===== src/rtl/spi_master.sv =====
// spi_master: mode-0, MSB-first SPI master for the register-access slave
// protocol (ID byte, address byte, data byte). Writes shift the data byte
// out on mosi. Reads capture the third byte from miso into rdata.
// Optional build macro: SPI_MASTER_MISO_SYNC_EN routes miso through a
// 2-flop synchronizer and moves the sample point 2 clocks after each sclk rise.
module spi_master #(
    parameter int unsigned CLK_DIV   = 8,
    parameter int unsigned SS_GAP    = 8,
    parameter logic [7:0]  SLAVE_IDW = 8'hFF,
    parameter logic [7:0]  SLAVE_IDR = 8'h00
) (
    input  logic       clock,
    input  logic       reset,
    input  logic       start,
    input  logic       rw,
    input  logic [7:0] addr,
    input  logic [7:0] wdata,
    output logic       busy,
    output logic       done,
    output logic [7:0] rdata,
    output logic       ss,
    output logic       sclk,
    output logic       mosi,
    input  logic       miso
);

    localparam int unsigned CNT_W   = 8;
    localparam int unsigned BIT_W   = 5;
    localparam int unsigned SHIFT_W = 24;
    localparam int unsigned BYTE_W  = 8;

    localparam logic [CNT_W-1:0] HALF_LAST = CNT_W'(CLK_DIV - 1);
    localparam logic [CNT_W-1:0] GAP_LAST  = CNT_W'(SS_GAP - 1);
    localparam logic [BIT_W-1:0] BIT_LAST  = BIT_W'(SHIFT_W - 1);
    localparam logic [BIT_W-1:0] RX_FIRST  = BIT_W'(SHIFT_W - BYTE_W);

    localparam logic [2:0] S_IDLE  = 3'd0;
    localparam logic [2:0] S_SETUP = 3'd1;
    localparam logic [2:0] S_SHIFT = 3'd2;
    localparam logic [2:0] S_HOLD  = 3'd3;
    localparam logic [2:0] S_GAP   = 3'd4;

    logic [2:0]         state;
    logic [2:0]         state_d;
    logic [CNT_W-1:0]   half_cnt;
    logic [CNT_W-1:0]   half_d;
    logic [BIT_W-1:0]   bit_cnt;
    logic [BIT_W-1:0]   bit_d;
    logic [SHIFT_W-1:0] sreg;
    logic [SHIFT_W-1:0] sreg_d;
    logic [BYTE_W-1:0]  rx;
    logic [BYTE_W-1:0]  rx_d;
    logic               rw_q;
    logic               rw_d;
    logic               busy_d;
    logic               done_d;
    logic [BYTE_W-1:0]  rdata_d;
    logic               ss_d;
    logic               sclk_d;
    logic               mosi_d;
    logic [BYTE_W-1:0]  id_c;
    logic               miso_bit;
    logic               sample_c;

`ifdef SPI_MASTER_MISO_SYNC_EN
    logic miso_meta;
    logic miso_sync;

    // Two-flop synchronizer for the asynchronous slave data line
    always_ff @(posedge clock or posedge reset) begin
        if (reset) begin
            miso_meta <= 1'b0;
            miso_sync <= 1'b0;
        end else begin
            miso_meta <= miso;
            miso_sync <= miso_meta;
        end
    end

    assign miso_bit = miso_sync;
    // Two edges after sclk rose, miso_sync holds the value present at the rise
    assign sample_c = (state == S_SHIFT) && sclk && (half_cnt == CNT_W'(1));
`else
    assign miso_bit = miso;
    // Sample on the same edge that drives sclk high
    assign sample_c = (state == S_SHIFT) && !sclk && (half_cnt == HALF_LAST);
`endif

    assign id_c = rw ? SLAVE_IDR : SLAVE_IDW;

    // FSM state register
    always_ff @(posedge clock or posedge reset) begin
        if (reset) begin
            state <= S_IDLE;
        end else begin
            state <= state_d;
        end
    end

    // Next-state, counter, shift and output-next logic
    always_comb begin
        state_d = state;
        half_d  = half_cnt;
        bit_d   = bit_cnt;
        sreg_d  = sreg;
        rx_d    = rx;
        rw_d    = rw_q;
        busy_d  = busy;
        done_d  = 1'b0;
        rdata_d = rdata;
        ss_d    = ss;
        sclk_d  = sclk;
        mosi_d  = mosi;

        if (sample_c && (bit_cnt >= RX_FIRST)) begin
            rx_d = {rx[BYTE_W-2:0], miso_bit};
        end

        case (state)
            S_IDLE: begin
                if (start) begin
                    state_d = S_SETUP;
                    half_d  = '0;
                    bit_d   = '0;
                    rw_d    = rw;
                    rx_d    = '0;
                    sreg_d  = {id_c, addr, rw ? 8'h00 : wdata};
                    busy_d  = 1'b1;
                    ss_d    = 1'b0;
                    sclk_d  = 1'b0;
                    mosi_d  = id_c[BYTE_W-1];
                end
            end

            S_SETUP: begin
                if (half_cnt == HALF_LAST) begin
                    state_d = S_SHIFT;
                    half_d  = '0;
                end else begin
                    half_d = half_cnt + CNT_W'(1);
                end
            end

            S_SHIFT: begin
                if (half_cnt != HALF_LAST) begin
                    half_d = half_cnt + CNT_W'(1);
                end else begin
                    half_d = '0;
                    if (!sclk) begin
                        sclk_d = 1'b1;
                    end else begin
                        sclk_d = 1'b0;
                        if (bit_cnt == BIT_LAST) begin
                            state_d = S_HOLD;
                        end else begin
                            bit_d  = bit_cnt + BIT_W'(1);
                            // Rotate so the next bit sits at the top
                            sreg_d = {sreg[SHIFT_W-2:0], sreg[SHIFT_W-1]};
                            mosi_d = sreg[SHIFT_W-2];
                        end
                    end
                end
            end

            S_HOLD: begin
                if (half_cnt == HALF_LAST) begin
                    state_d = S_GAP;
                    half_d  = '0;
                    ss_d    = 1'b1;
                    mosi_d  = 1'b0;
                    done_d  = 1'b1;
                    if (rw_q) begin
                        rdata_d = rx;
                    end
                end else begin
                    half_d = half_cnt + CNT_W'(1);
                end
            end

            S_GAP: begin
                if (half_cnt == GAP_LAST) begin
                    state_d = S_IDLE;
                    half_d  = '0;
                    busy_d  = 1'b0;
                end else begin
                    half_d = half_cnt + CNT_W'(1);
                end
            end

            default: begin
                state_d = S_IDLE;
                half_d  = '0;
                bit_d   = '0;
                busy_d  = 1'b0;
                ss_d    = 1'b1;
                sclk_d  = 1'b0;
                mosi_d  = 1'b0;
            end
        endcase
    end

    // Datapath and registered outputs
    always_ff @(posedge clock or posedge reset) begin
        if (reset) begin
            half_cnt <= '0;
            bit_cnt  <= '0;
            sreg     <= '0;
            rx       <= '0;
            rw_q     <= 1'b0;
            busy     <= 1'b0;
            done     <= 1'b0;
            rdata    <= 8'h00;
            ss       <= 1'b1;
            sclk     <= 1'b0;
            mosi     <= 1'b0;
        end else begin
            half_cnt <= half_d;
            bit_cnt  <= bit_d;
            sreg     <= sreg_d;
            rx       <= rx_d;
            rw_q     <= rw_d;
            busy     <= busy_d;
            done     <= done_d;
            rdata    <= rdata_d;
            ss       <= ss_d;
            sclk     <= sclk_d;
            mosi     <= mosi_d;
        end
    end

endmodule


===== config.mk =====
export PLATFORM = sky130hd
export DESIGN_NAME = spi_master
export DESIGN_NICKNAME = d
export VERILOG_FILES = /design/src/rtl/spi_master.sv
export SDC_FILE = /design/constraint.sdc
export NUM_CORES = 1
export LEC_CHECK = 0
export ABC_AREA = 1
export BUFFER_PORTS_ARGS = -buffer_cell sky130_fd_sc_hd__buf_2
export CAP_MARGIN = 30
export CORE_MARGIN = 5
export CORE_UTILIZATION = 54
export CTS_CLUSTER_SIZE = 40
export DETAILED_ROUTE_END_ITERATION = 10
export GPL_ROUTABILITY_DRIVEN = 1
export GPL_TIMING_DRIVEN = 0
export HOLD_SLACK_MARGIN = 0.08
export PLACE_DENSITY = 0.8
export SYNTH_ARGS = -nofsm -noshare
export SYNTH_HDL_FRONTEND = slang
export SYNTH_SLANG_ARGS = --single-unit

===== constraint.sdc =====
create_clock -name clock -period 4.5 [get_ports clock]
set_input_delay 0.225 -clock clock [delete_from_list [all_inputs] [get_ports clock]]
set_output_delay 0.225 -clock clock [all_outputs]
set_load 0.01 [all_outputs]

[Word-level counts from Yosys, hierarchy flattened]
Index checks and enable logic that the tools add are counted.
Operators by class
  $add $sub $neg: 2
  reduce and logical (&&, ||, !) cells: 19
  $lt $le $gt $ge: 1
  equal/unequal tests: 15
  bitwise logic cells: 4
  muxes and demuxes: 43
Operator list (count)
  24-bit two-way mux: 4
  8-bit two-way mux: 8
  24-bit case mux with 2 select lines: 1
  8-bit case mux with 3 select lines: 1
  3-bit two-way mux: 7
  5-bit two-way mux: 4
  3-bit case mux with 5 select lines: 1
  5-bit case mux with 3 select lines: 1
  2-bit != test (second input constant): 7
  1-bit two-way mux: 12
  3-bit AND reduction: 4
  5-bit AND reduction: 2
  1-bit case mux with 3 select lines: 3
  3-bit OR reduction: 3
  8-bit by 1-bit adder with 8-bit output (second input constant): 1
  8-bit by 3-bit equality test with 1-bit output (second input constant): 1
  8-bit by 3-bit != test with 1-bit output (second input constant): 1
  7-bit AND reduction: 1
  3-bit by 2-bit equality test with 1-bit output (second input constant): 2
  6-bit AND reduction: 1
  5-bit by 1-bit adder with 5-bit output (second input constant): 1
  5-bit equality test (second input constant): 1
  5-bit >= comparator (second input constant): 1
  1-bit inverter: 4
  other kinds (10): 12
Storage, ports and cells
  bits in registers: 62
  word-level logic and storage cells: 96
  output and inout port bits: 13
  input bits: 21

[Logic depth before layout (Yosys ltp)]
  depth after elaboration: 7
  depth in mapped cells: 10
  depth with buffers taken out: 9

[Worst setup path after synthesis]
No wires, ideal clock.
  kind: register to register
  start point: reg half_cnt[0]
  end point: reg rdata[3]
  stages on the path, launching flop included: 10
  data required time: 4.382 ns
  slack: 2.928 ns
  data arrival time: 1.454 ns
  path buffers: 1
  setup time: 0.118 ns
  period minus slack after synthesis: 1.572 ns
  path through: dfrtp_1 > ha_1 > nand3_1 > nor2_1 > inv_2 > nor2_4 > nand2_2 > buf_6 > nand2_1 > o21ai_2
Between the ends
  longest elaborated chain between the ends: 2
RTL lines
  from (decl): RTL line 45  | logic [CNT_W-1:0] half_cnt;
  from (signal assigned): RTL line 217  | half_cnt <= half_d;
  8-bit by 3-bit equality test with 1-bit output: RTL line 166  | if (half_cnt == HALF_LAST) begin
  3-bit AND reduction (no line)
  to (signal assigned): RTL line 224  | rdata <= rdata_d;
  to (decl): RTL line 20  | output logic [7:0] rdata,
Every way passes these cells.
A chain may end at the register's enable or synchronous reset.

[Final worst setup path]
  start point: reg half_cnt[0]
  end point: reg bit_cnt[1]
Between the ends
  longest elaborated chain between the ends: 3
RTL lines
  8-bit by 3-bit != test with 1-bit output: RTL line 145  | if (half_cnt != HALF_LAST) begin
  2-bit != test (no line)
  5-bit AND reduction (no line)
  to (signal assigned): RTL line 218  | bit_cnt <= bit_d;
  to (decl): RTL line 47  | logic [BIT_W-1:0] bit_cnt;
Every way passes these cells.

==> reports/metrics.cfg <==
[clocking]
cts_resized=0
clkTransAtPathRegs_ns=0.07
clk_latency_ns=0.35
cts_buffers=9
root_buffer=clkbuf_8
cts_sinks=62
htree_levels=3
tritoncts=built
cts.path.max_buffers=2

[yosys]
synth.most_common_cell=nand2_1
synth_area_leaders=dfrtp_1 (48%), nand2_1 (20%), nand4_1 (5.9%), nand3_1 (4.2%), nor2_1 (4.0%)
ys_ff_latch=62
synth_top_area_frac=0.480
synthArstFlopShare=1.00
synth_edf_count=0
ys_warn_count=0
synth.distinct_cells=29
synthesis.area_um2=3180
yosys-top-cells-count=nand2_1 (167), dfrtp_1 (61), nor2_1 (34), nand4_1 (30), nand3_1 (27)
syn_nets=439
syn_area_per_cell_um2=7.65
synth-seq-area-share=0.488
synth_ff_type=dfrtp_1
synthCells=416
synth_largest_area_cell=dfrtp_1

[pwr]
p_seq_frac=0.350
pwr-share-clk=0.256
power.density_nw_per_um2=620
p_leak_nw=2.01
p_sw_frac=0.405
p_int_mw=1.37
vdd_drop_max_mv=0.433
switchingPower_mw=0.931
finalPower_mw=2.30
comb_power_share=0.394

[timing]
final.setup.tns_ns=0
slew_viol_final=0
setup_viol=0
grt_setup_unrepaired=no
slew_headroom=0.678
fmaxAchievable_mhz=542
max_slew.worst_pin.slew_ns=0.483
fin_crit_sh=0.410
skew_ns=0.00908
hold_violations=0
fin_crit_ns=1.85

[place]
hpwl_um=4950
postPlaceCellArea_um2=3460
gp_congestion=0.866
io_buffers=33

[drt]
routed_wl_um=7110
num_vias=2921
initialDrtViolationCount=230
drt_pass1_iterations=5
vias_per_cell=5.39
ant_nets=0
wl_per_cell_um=13.1
drcViolationCount=0

[die]
die_y_um=86.8
fp-row-count=28
die-area_um2=7530
initial_core_util=0.547
coreArea_um2=5820
ioPinCount=34
die_x_um=86.8

[setup_path]
critPathRequiredTime_ns=4.74
start_kind=flip-flop
end_kind=flip-flop
reg2reg_slack_ns=2.65
cp_max_fo=10
critPathKind=reg -> reg
crit_arrival_ns=2.09

[run]
maxCapViolCount=0

[hold_path]
hp-class=in -> reg

[global_route]
grt_usage=0.212
grt_pass1_vias=2794
grt_overflow=0
grt_pass1_wl_um=12600
antenna_found_initial=0
grt_start_max_net_pins=45

[finish]
areaGrowthSynthToFinish_pct=16.5
diodes=0
final_area_um2=3710
drive_gt1_frac=0.186
fin_util=0.638
fill_cells=504
fin_nets=485

[status]
outcome=completed

==> stage by stage <==
stage               setup slack [ns]  hold slack (ns)  cells
floorplan                       2.74            0.399    416
global placement                1.97            0.449    524
detailed placement              2.67            0.248    525
CTS                             2.65            0.150    542
global route                    2.44            0.198    542
finish                          2.65            0.152    542
==> worst paths after layout <==
kind,endpoint,start,cells after the start
max in group asynchronous,ss,reset,4
worst max-delay path,bit_cnt[1],half_cnt[0],9
worst min-delay path,rx[0],miso,3
worst min register to register,ss,ss,2
min in group asynchronous,sreg[10],reset,3
worst max register to register,bit_cnt[1],half_cnt[0],9
==> layer usage <==
metal	vias to the layer above	global-route usage	wire, um
met5	-	0	0
met4	0	0.0581	91
met3	13	0.0713	449
met2	91	0.348	3400
met1	1374	0.267	3160
li1	1443	-	-
==> flip-flops by register name, indices dropped and copies added, names as in the netlist <==
| name | flops |
|---|---|
| rw_q | 1 |
| mosi | 1 |
| ss | 1 |
| rdata | 8 |
| half_cnt | 8 |
| bit_cnt | 5 |
| state | 3 |
| sreg | 24 |
| done | 1 |
| busy | 1 |
| rx | 8 |
| sclk | 1 |
==> logic make-up after synthesis <==
| kind of cell | after synthesis | share of synthesized area |
|---|---|---|
| adders and majority gates | 2 | 0.00786 |
| xor gates and xnor gates | 2 | 0.00550 |
| buffers and inverters | 45 | 0.0625 |
| and+or+nand+nor | 270 | 0.369 |
| DFF | 62 | 0.488 |
| AOI/OAI and AO/OA | 35 | 0.0676 |
==> cell type report <==
type | count | area, um^2 | area share
Buffer | 17 | 93.8 | 0.0253
Clock buffer | 9 | 124 | 0.0334
Multi-Input combinational cell | 309 | 1430 | 0.386
Inverter | 28 | 105 | 0.0283
Sequential cell | 62 | 1550 | 0.419
Clock inverter | 7 | 113 | 0.0304
Tap cell | 75 | 93.8 | 0.0253
Timing Repair Buffer | 35 | 195 | 0.0526
==> worst max-delay path: stages (launching register included) <==
cell     delay (ns)
dfrtp_1        0.39
ha_1           0.21
nand3_1        0.11
nor2_1         0.32
nor2_1         0.08
nor2_1         0.19
buf_4          0.21
nand2_2        0.10
nand2_1        0.09
nand2_1        0.05
==> layout by cell type (no fill, tap or decap), drive strengths merged <==
cell type / count
nand2: 170
dfrtp: 61
buf: 47
nor2: 37
nand4: 31
nand3: 29
inv: 27
o21ai: 22
clkbuf: 13
a21oi: 9
clkinv: 4
o21bai: 3
bufinv: 3
nor3: 2
xor2: 2
ha: 2
nand3b: 1
o211ai: 1
clkinvlp: 1
dlygate4sd3: 1
dfstp: 1
==> power groups by stage <==
stage	logic, mW	registers (mW)	clock network, mW
2_1_floorplan	0.688	0.792	0
3_3_place_gp	0.865	0.804	0
3_5_place_dp	0.902	0.808	0
4_1_cts	0.904	0.802	0.599
5_1_grt	1.03	0.821	0.623
6_report	0.907	0.805	0.588
==> timing repair <==
item	in CTS	in global routing
setup buffers	0	0
hold endpoints to repair	18	0
endpoints found under the setup margin	0	0
hold buffers	1	0
(Power assumes the default switching activity.)
